## src/rtl/video_pkg.sv

```systemverilog
// Shared colour constants, mode encodings and small types for the video pattern source.
package video_pkg;

  localparam logic [15:0] WHITE   = 16'hFFFF;
  localparam logic [15:0] YELLOW  = 16'hFFE0;
  localparam logic [15:0] CYAN    = 16'h07FF;
  localparam logic [15:0] GREEN   = 16'h07E0;
  localparam logic [15:0] MAGENTA = 16'hF81F;
  localparam logic [15:0] RED     = 16'hF800;
  localparam logic [15:0] BLUE    = 16'h001F;
  localparam logic [15:0] BLACK   = 16'h0000;

  typedef enum logic [1:0] {
    MODE_BARS = 2'd0,
    MODE_GRID = 2'd1,
    MODE_RAMP = 2'd2,
    MODE_BOX  = 2'd3
  } mode_t;

  // One axis of the bouncing box: position plus direction (neg=1 moving toward 0).
  typedef struct packed {
    logic [10:0] pos;
    logic        neg;
  } axis_t;

  function automatic logic [15:0] bar_color(input logic [2:0] idx);
    logic [15:0] c;
    case (idx)
      3'd0:    c = WHITE;
      3'd1:    c = YELLOW;
      3'd2:    c = CYAN;
      3'd3:    c = GREEN;
      3'd4:    c = MAGENTA;
      3'd5:    c = RED;
      3'd6:    c = BLUE;
      default: c = BLACK;
    endcase
    return c;
  endfunction

  // Advance one axis by one step, reflecting off 0 and limit.
  function automatic axis_t step_axis(input axis_t a, input logic [10:0] limit,
                                      input logic [10:0] step);
    axis_t r;
    r = a;
    if (!a.neg) begin
      if ({1'b0, a.pos} + {1'b0, step} > {1'b0, limit}) begin
        r.pos = a.pos - step;
        r.neg = 1'b1;
      end else begin
        r.pos = a.pos + step;
      end
    end else begin
      if (a.pos < step) begin
        r.pos = a.pos + step;
        r.neg = 1'b0;
      end else begin
        r.pos = a.pos - step;
      end
    end
    return r;
  endfunction

endpackage

```

## src/rtl/key_debounce.sv

```systemverilog
// Synchronises and debounces the active-low mode button; emits a one-cycle pulse on each press.
module key_debounce #(
  parameter int DEBOUNCE_CYC = 1485000
) (
  input  logic pixel_clk,
  input  logic sys_rst_n,
  input  logic key_n,
  output logic press
);

  localparam int CW = (DEBOUNCE_CYC > 1) ? $clog2(DEBOUNCE_CYC) : 1;
  localparam logic [CW-1:0] CNT_MAX = CW'(DEBOUNCE_CYC - 1);

  logic          sync1_reg;
  logic          sync2_reg;
  logic          stable_reg;
  logic [CW-1:0] cnt_reg;
  logic          press_reg;

  always_ff @(posedge pixel_clk or negedge sys_rst_n) begin
    if (!sys_rst_n) begin
      sync1_reg  <= 1'b1;
      sync2_reg  <= 1'b1;
      stable_reg <= 1'b1;
      cnt_reg    <= '0;
      press_reg  <= 1'b0;
    end else begin
      sync1_reg <= key_n;
      sync2_reg <= sync1_reg;
      press_reg <= 1'b0;
      if (sync2_reg == stable_reg) begin
        cnt_reg <= '0;
      end else if (cnt_reg == CNT_MAX) begin
        // Only a 1->0 transition of the debounced level counts as a press.
        stable_reg <= sync2_reg;
        press_reg  <= ~sync2_reg;
        cnt_reg    <= '0;
      end else begin
        cnt_reg <= cnt_reg + 1'b1;
      end
    end
  end

  assign press = press_reg;

endmodule

```

## src/rtl/video_pattern_gen.sv

```systemverilog
// Test-pattern pixel source: answers timing-driver requests with RGB565 one clock later;
// pattern selected by a debounced button, switching only on frame boundaries.
module video_pattern_gen
  import video_pkg::*;
#(
  parameter int H_DISP       = 1280,
  parameter int V_DISP       = 720,
  parameter int DEBOUNCE_CYC = 1485000,
  parameter int BOX_SIZE     = 64,
  parameter int BOX_STEP     = 4
) (
  input  logic        pixel_clk,
  input  logic        sys_rst_n,
  input  logic        key_n,
  input  logic        video_vs,
  input  logic        data_req,
  input  logic [10:0] pixel_xpos,
  input  logic [10:0] pixel_ypos,
  output logic [15:0] pixel_data,
  output logic [1:0]  mode
);

  localparam int          BAR_W   = H_DISP / 8;
  localparam logic [10:0] X_LIMIT = 11'(H_DISP - BOX_SIZE);
  localparam logic [10:0] Y_LIMIT = 11'(V_DISP - BOX_SIZE);
  localparam logic [10:0] STEP    = 11'(BOX_STEP);
  localparam logic [11:0] SIZE    = 12'(BOX_SIZE);

  logic        press;
  logic        tick;
  logic        vs_d_reg;
  logic        pending_reg;
  mode_t       mode_reg;
  axis_t       box_x_reg;
  axis_t       box_y_reg;
  logic [15:0] pixel_data_reg;
  logic [15:0] pix_next;
  logic [7:1]  bar_ge;
  logic [2:0]  bar_idx;
  logic        in_box;

  key_debounce #(.DEBOUNCE_CYC(DEBOUNCE_CYC)) u_key_debounce (
    .pixel_clk (pixel_clk),
    .sys_rst_n (sys_rst_n),
    .key_n     (key_n),
    .press     (press)
  );

  assign tick = vs_d_reg & ~video_vs;

  // Bar boundaries as a thermometer of constant compares; the bar index is its population.
  genvar gi;
  generate
    for (gi = 1; gi < 8; gi++) begin : g_bar
      assign bar_ge[gi] = (pixel_xpos >= 11'(gi * BAR_W));
    end
  endgenerate

  always_comb begin
    bar_idx = 3'd0;
    for (int k = 1; k < 8; k++) begin
      if (bar_ge[k]) bar_idx = 3'(k);
    end
  end

  assign in_box = ({1'b0, pixel_xpos} >= {1'b0, box_x_reg.pos}) &&
                  ({1'b0, pixel_xpos} <  {1'b0, box_x_reg.pos} + SIZE) &&
                  ({1'b0, pixel_ypos} >= {1'b0, box_y_reg.pos}) &&
                  ({1'b0, pixel_ypos} <  {1'b0, box_y_reg.pos} + SIZE);

  always_comb begin
    pix_next = BLACK;
    if (data_req) begin
      case (mode_reg)
        MODE_BARS: pix_next = bar_color(bar_idx);
        MODE_GRID: pix_next = (pixel_xpos[5:0] == 6'd0 || pixel_ypos[5:0] == 6'd0) ? WHITE : BLACK;
        MODE_RAMP: pix_next = {pixel_xpos[7:3], pixel_xpos[7:2], pixel_xpos[7:3]};
        default:   pix_next = in_box ? WHITE : BLUE;
      endcase
    end
  end

  always_ff @(posedge pixel_clk or negedge sys_rst_n) begin
    if (!sys_rst_n) begin
      vs_d_reg       <= 1'b1;
      pending_reg    <= 1'b0;
      mode_reg       <= MODE_BARS;
      box_x_reg      <= '0;
      box_y_reg      <= '0;
      pixel_data_reg <= '0;
    end else begin
      vs_d_reg       <= video_vs;
      pixel_data_reg <= pix_next;
      if (tick) begin
        box_x_reg <= step_axis(box_x_reg, X_LIMIT, STEP);
        box_y_reg <= step_axis(box_y_reg, Y_LIMIT, STEP);
        // A press coinciding with the tick still advances on this frame.
        if (pending_reg || press) begin
          mode_reg    <= mode_t'(mode_reg + 2'd1);
          pending_reg <= 1'b0;
        end
      end else if (press) begin
        pending_reg <= 1'b1;
      end
    end
  end

  assign pixel_data = pixel_data_reg;
  assign mode       = mode_reg;

endmodule

```

## config.mk

```make
export PLATFORM = sky130hd
export DESIGN_NAME = video_pattern_gen
export DESIGN_NICKNAME = d
export VERILOG_FILES = /design/src/rtl/video_pkg.sv /design/src/rtl/key_debounce.sv /design/src/rtl/video_pattern_gen.sv
export SDC_FILE = /design/constraint.sdc
export NUM_CORES = 1
export LEC_CHECK = 0
export BUFFER_PORTS_ARGS = -buffer_cell sky130_fd_sc_hd__buf_2
export CAP_MARGIN = 10
export CORE_ASPECT_RATIO = 1.2
export CORE_MARGIN = 2
export CORE_UTILIZATION = 43
export CTS_BUF_LIST = sky130_fd_sc_hd__clkbuf_4 sky130_fd_sc_hd__clkbuf_8 sky130_fd_sc_hd__clkbuf_16
export DETAILED_ROUTE_END_ITERATION = 10
export PLACE_DENSITY_LB_ADDON = 0.25
export SETUP_SLACK_MARGIN = 0.2
export SYNTH_ARGS = -nofsm -noshare
export SYNTH_HDL_FRONTEND = slang
export SYNTH_SLANG_ARGS = --single-unit
```

## constraint.sdc

```tcl
create_clock -name pixel_clk -period 3.3 [get_ports pixel_clk]
set_input_delay 0.165 -clock pixel_clk [delete_from_list [all_inputs] [get_ports pixel_clk]]
set_output_delay 0.165 -clock pixel_clk [all_outputs]
set_load 0.01 [all_outputs]
```

Word-level counts from Yosys, hierarchy flattened

Cells that the tools add are included.

Flip-flop bits (word level): 69
Bits in latches: 0
Bits in writable memories: 0
Bits in read-only memories: 0
Input bits: 27
Output and inout bits: 18
Logic and storage cells: 95
Memories kept: 0

Add/sub/neg operators: 10
Multiply operators: 0
Div/mod/pow operators: 0
$lt $le $gt $ge: 15
Equality and inequality tests: 11
Shift operators: 0
Multiplexer cells: 29
Bitwise logic cells: 4
Reduce and logical (&&, ||, !) cells: 13

Operators by type and width:

| cell                                                        | number |
|---|---|
| one-hot mux 16 bit (7 select lines)                         | 1 |
| two-way mux 16 bit                                          | 3 |
| one-hot mux 16 bit (3 select lines)                         | 1 |
| two-way mux 11 bit                                          | 4 |
| two-way mux 21 bit                                          | 2 |
| >= comparator 11 x 10 -> 1 bit, second input constant       | 3 |
| adder 11 x 3 -> 12 bit, second input constant               | 2 |
| adder 11 x 7 -> 12 bit, second input constant               | 2 |
| less-than comparator 11 x 12 -> 1 bit                       | 2 |
| two-way mux 12 bit                                          | 2 |
| adder 11 x 3 -> 11 bit, second input constant               | 2 |
| >= comparator 11 bit                                        | 2 |
| >= comparator 11 x 9 -> 1 bit, second input constant        | 2 |
| less-than comparator 11 x 3 -> 1 bit, second input constant | 2 |
| subtractor 11 x 3 -> 11 bit, second input constant          | 2 |
| adder 21 x 1 -> 21 bit, second input constant               | 1 |
| == test 21 bit, second input constant                       | 1 |
| two-way mux 3 bit                                           | 5 |
| > comparator 12 x 10 -> 1 bit, second input constant        | 1 |
| > comparator 12 x 11 -> 1 bit, second input constant        | 1 |
| logical NOT 6 bit                                           | 2 |
| >= comparator 11 bit, second input constant                 | 1 |
| >= comparator 11 x 8 -> 1 bit, second input constant        | 1 |
| two-way mux 1 bit                                           | 10 |
| other kinds (17)                                            | 27 |

Logic depth before layout (Yosys ltp)

Word-level depth: 12
Mapped depth: 12

Hierarchy

Synthesis repeated with hierarchy kept, for this count alone.

Cells, all modules: 545
Area, all modules: 4,901.0 um2

Modules (own cells, without submodules):

| module            | instances | cells each | area each (um2) |
|---|---|---|---|
| video_pattern_gen | 1         | 425        | 3,681.0 |
| key_debounce      | 1         | 120        | 1,219.9 |

Worst setup path after synthesis

OpenSTA, ideal clock, no wires.

Path kind: register to register
Start: register box_y_reg[8] (netlist name)
End: register pixel_data_reg[10], in the netlist pixel_data[10]
Arrival time: 2,188 ps
Path slack: 980 ps
Cell stages (with the launch flop): 12
Period minus slack after synthesis: 2,320 ps
Path through: dfrtp_1 ha_1 and3_1 xnor2_1 ha_1 o211ai_1 a21oi_1 o21ai_0 o2bb2ai_1 a41oi_1 clkbuf_1 nor2_1

Cells in the longest elaborated chain, start to end: 6
Elaborated cells between the ends (all ways): 8
Classes of those cells: 1 x add/sub; 2 x order compare; 3 x mux; 2 x reduce/logical

RTL lines:

| element                                                                    | RTL line                                         | source |
|---|---|---|
| start, declared                                                            | video_pattern_gen.sv:35                          | `axis_t box_y_reg;` |
| start signal, assigned                                                     | video_pattern_gen.sv:96                          | `box_y_reg <= step_axis(box_y_reg, Y_LIMIT, STEP);` |
| adder 11 x 7 -> 12 bit or >= comparator 11 bit (tied branches)             | video_pattern_gen.sv:69, video_pattern_gen.sv:68 |  |
| less-than comparator 11 x 12 -> 1 bit or logical AND 1 bit (tied branches) | video_pattern_gen.sv:69, video_pattern_gen.sv:67 |  |
| logical AND 1 bit *                                                        | video_pattern_gen.sv:68                          | `({1'b0, pixel_ypos} >= {1'b0, box_y_reg.pos}) &&` |
| two-way mux 16 bit *                                                       | video_pattern_gen.sv:78                          | `default: pix_next = in_box ? WHITE : BLUE;` |
| one-hot mux 16 bit (3 select lines) *                                      | video_pattern_gen.sv:74                          | `case (mode_reg)` |
| two-way mux 16 bit *                                                       | video_pattern_gen.sv:73                          | `if (data_req) begin` |
| net pix_next[10]                                                           | video_pattern_gen.sv:37                          | `logic [15:0] pix_next;` |
| end signal, assigned                                                       | video_pattern_gen.sv:93                          | `pixel_data_reg <= pix_next;` |
| end, declared                                                              | video_pattern_gen.sv:36                          | `logic [15:0] pixel_data_reg;` |

Mark *: on every way through the listed nets, which the timed path passes. The rest lies on a longest branch.
A chain may end at the register's enable or synchronous reset.

Worst setup path after layout

Start: register box_x_reg[3] (netlist name)
End: register box_x_reg[8] (netlist name)

Cells in the longest elaborated chain, start to end: 4
Elaborated cells between the ends (all ways): 8
Classes of those cells: 3 x add/sub; 2 x order compare; 3 x mux

RTL lines:

| element                       | RTL line                | source |
|---|---|---|
| start, declared               | video_pattern_gen.sv:34 | `axis_t box_x_reg;` |
| start signal, assigned        | video_pattern_gen.sv:95 | `box_x_reg <= step_axis(box_x_reg, X_LIMIT, STEP);` |
| adder 11 x 3 -> 12 bit        | video_pkg.sv:47         | `if ({1'b0, a.pos} + {1'b0, step} > {1'b0, limit}) begin` |
| > comparator 12 x 11 -> 1 bit | video_pkg.sv:47         |  |
| two-way mux 11 bit            | video_pkg.sv:47         |  |
| two-way mux 12 bit *          | video_pkg.sv:46         | `if (!a.neg) begin` |

Mark *: on every way between the ends. The rest lies on a longest branch, timed or not.

==> metrics <==
status finished clean; worst relative slew slack 46.2%; clk_lat worst skew 320 ps; kind of cell adding the most delay to the critical path compound AO/OA/AOI/OAI gates; # diodes 0; hold path depth 2; I/O pin total between 40 and 50; die height 116 um; flop-to-flop setup slack 500 ps; placed insts 650; max incr delay on CP 510 ps; Reg power frac 34.4%; commonest non-fill, non-tap cells in the layout dfrtp_1, nor2_1, buf_2, ha_1, inv_1; Fill cells 971; largest net degree at the start of global routing 35; Initial DRC Count approximately 180; Root Buffer clkbuf_16; setup TNS 0 ps; final instance area 0.00511 mm^2; max reg flops 21; initial antenna violation count 0; MaxCap Viol Count 0; Synth-to-Final Area Change 13.4%; Max VDD drop around 0.00025 V; DRC errors left 0; Post-DRT Antenna Nets 0; syn avg cell area 9.09 um^2; critical path's slowest cell dfrtp_1; worst hold start data_req; Post-synth EDFFs 0; fraction of layout cells with a size suffix above 1 15.8%; WL/cell 15.2 um; Setup Buffers After CTS 0; Warnings, synthesis 0; P per Cell Area 684 mW/mm^2; CP cell instances ha_1 > nand4_1 > nor3_1 > xnor2_1 > a21o_1 > a21boi_2 > buf_4 > nor4_1 > a221o_1; syn nets 566; ys flop type dfrtp_1; clock power share approximately a quarter; CTS Buffer Depth 2; setup violators final 0; RR Startpoint box_x_reg[3]; Post-Syn Area 0.00451 mm^2; Via Count 3746; P_int 2.13 mW; final wirelength 10200 um; Final period util 84.8%; Port Buffer Count 44; Util after Layout 50.6%; Critical Path RT 3510 ps; Post-synth ARST share 100%; Psw 1.37 mW; largest area contributor in the netlist dfrtp_1; Sw Share 39.2%; Final Hold Viols 0; most common cell after layout, fill and taps aside dfrtp_1; worst r2r dst box_x_reg[8]; H-Tree Depth 3; Seq/Total Area, Yosys ~36%; first-pass GRT wire length 17200 um; clk_skew 5.90 ps; cell count after synthesis about 500; Global Route Usage Sum 18.6%; unrepaired setup endpoints after global routing no; router iterations before antenna repair 4; worst-path fanout max 9; HP Class in -> reg; Worst Path Class, Setup reg -> reg; fin crit period about 2800 ps; Core ar. 0.0101 mm^2; Finished Layout Cells roughly 670; worst hold margin 185 ps; Yosys top cell area share 33.9%; die width between 90 and 100 um; Total Power 3.50 mW; CTS Buf Count 9; Worst-Margin Slew 808 ps; Area after DPL 0.00478 mm^2; flops & latches, synth 65; vias per cell 5.60; Pleak 2.30 nW; Synth cell types 65; CTS tree done; num rows 40; Worst R2R Path Depth 9; crit path DAT around 3000 ps; combinational fraction of design power 39.3%; Fmax 0.357 GHz; clk sink count 65; Reg clk slew, reported paths 60 ps; vias in the first global route ~3600; CP endpoint kind register; Worst Setup Slack, final 501 ps; top post-synthesis cells by area dfrtp_1, ha_1, xnor2_1, nor2_1, o21ai_0; WP buf/inv 1; nets 608; count of pins over their slew limit 0; Hold Path Sink pixel_data[3]; gr ovfl total 0; Worst setup SP type register; routability cong. 0.897; Die Area 0.0113 mm^2; Post-Place Worst Slack 422 ps; starting density of the core 44.6%; Detailed Place HPWL around 7700 um
power groups by stage:
stage	combinational, mW	clock (mW)	sequential, mW
after global routing	1.54	0.989	1.23
final	1.37	0.923	1.20
after floorplan	1.14	0	1.11
after global placement	1.33	0	1.20
after detailed placement	1.36	0	1.21
after CTS	1.37	0.952	1.20
worst max path at each step:
stage                     cells past startpoint  slack [ps]    startpoint        endpoint
after floorplan                              11         980  box_y_reg[8]  pixel_data[10]
after global placement                       10         490  box_y_reg[7]   pixel_data[5]
after detailed placement                     10         420  box_y_reg[7]   pixel_data[8]
after CTS                                    10         410  box_y_reg[7]   pixel_data[5]
after global routing                         10         340  box_y_reg[7]   pixel_data[5]
final                                         9         500  box_x_reg[3]    box_x_reg[8]
area by class of cell:
type	count	area [um^2]	share of cell area, %
multi-input cells	380	2640	51.5
flip-flops and latches	65	1630	31.9
repair buffers	51	280	5.48
clock buffers	10	233	4.55
well taps	126	158	3.08
inverters	31	116	2.28
clock inverters	6	58.8	1.15
worst register-to-register path, stage by stage, from the launching register on:
cell and delay, ps:
dfrtp_1 510, ha_1 360, nand4_1 190, nor3_1 250, xnor2_1 130, a21o_1 220, a21boi_2 360, buf_4 230
nor4_1 70, a221o_1 360
logic make-up after synthesis:
logic type               Yosys count  synth area share (%)
XOR/XNOR                          39                  7.57
multiplexers                       6                  1.39
AND/OR/NAND/NOR                  185                  20.9
flip-flops                        65                  36.2
buffers and inverters             51                  5.55
AO/OA/AOI/OAI                    106                  16.3
adder cells (fa/ha/maj)           44                  12.2
cells in the mapped netlist (all sizes together) (3+ instances only):
cell type / instances
nor3: 16
dfrtp: 61
or4: 5
o21ai: 31
or3: 6
a211oi: 6
nand4: 19
and3: 5
a221o: 3
nor4: 7
nor4b: 3
xor2: 10
nand2b: 3
nand3: 17
xnor2: 29
o211ai: 4
a31oi: 5
ha: 43
mux2i: 4
nand2: 29
o21a: 8
clkbuf: 8
and2: 6
a21oi: 23
inv: 31
buf: 12
dfstp: 4
nor2: 56
nor2b: 4
per-layer routing:
layer  part of all wire, %  GRT usage (%)
met1                    44           22.6
met2                    52           33.9
met3                   3.4           3.11
met4                  0.94           5.83
met5                     0              0
timing repair:
item / in CTS / in global routing
hold buffers: 3 / 0
hold endpoints to repair: 34 / 0
setup endpoints to repair: 0 / 11
gates resized for setup: 0 / 1
(Power assumes the default switching activity.)
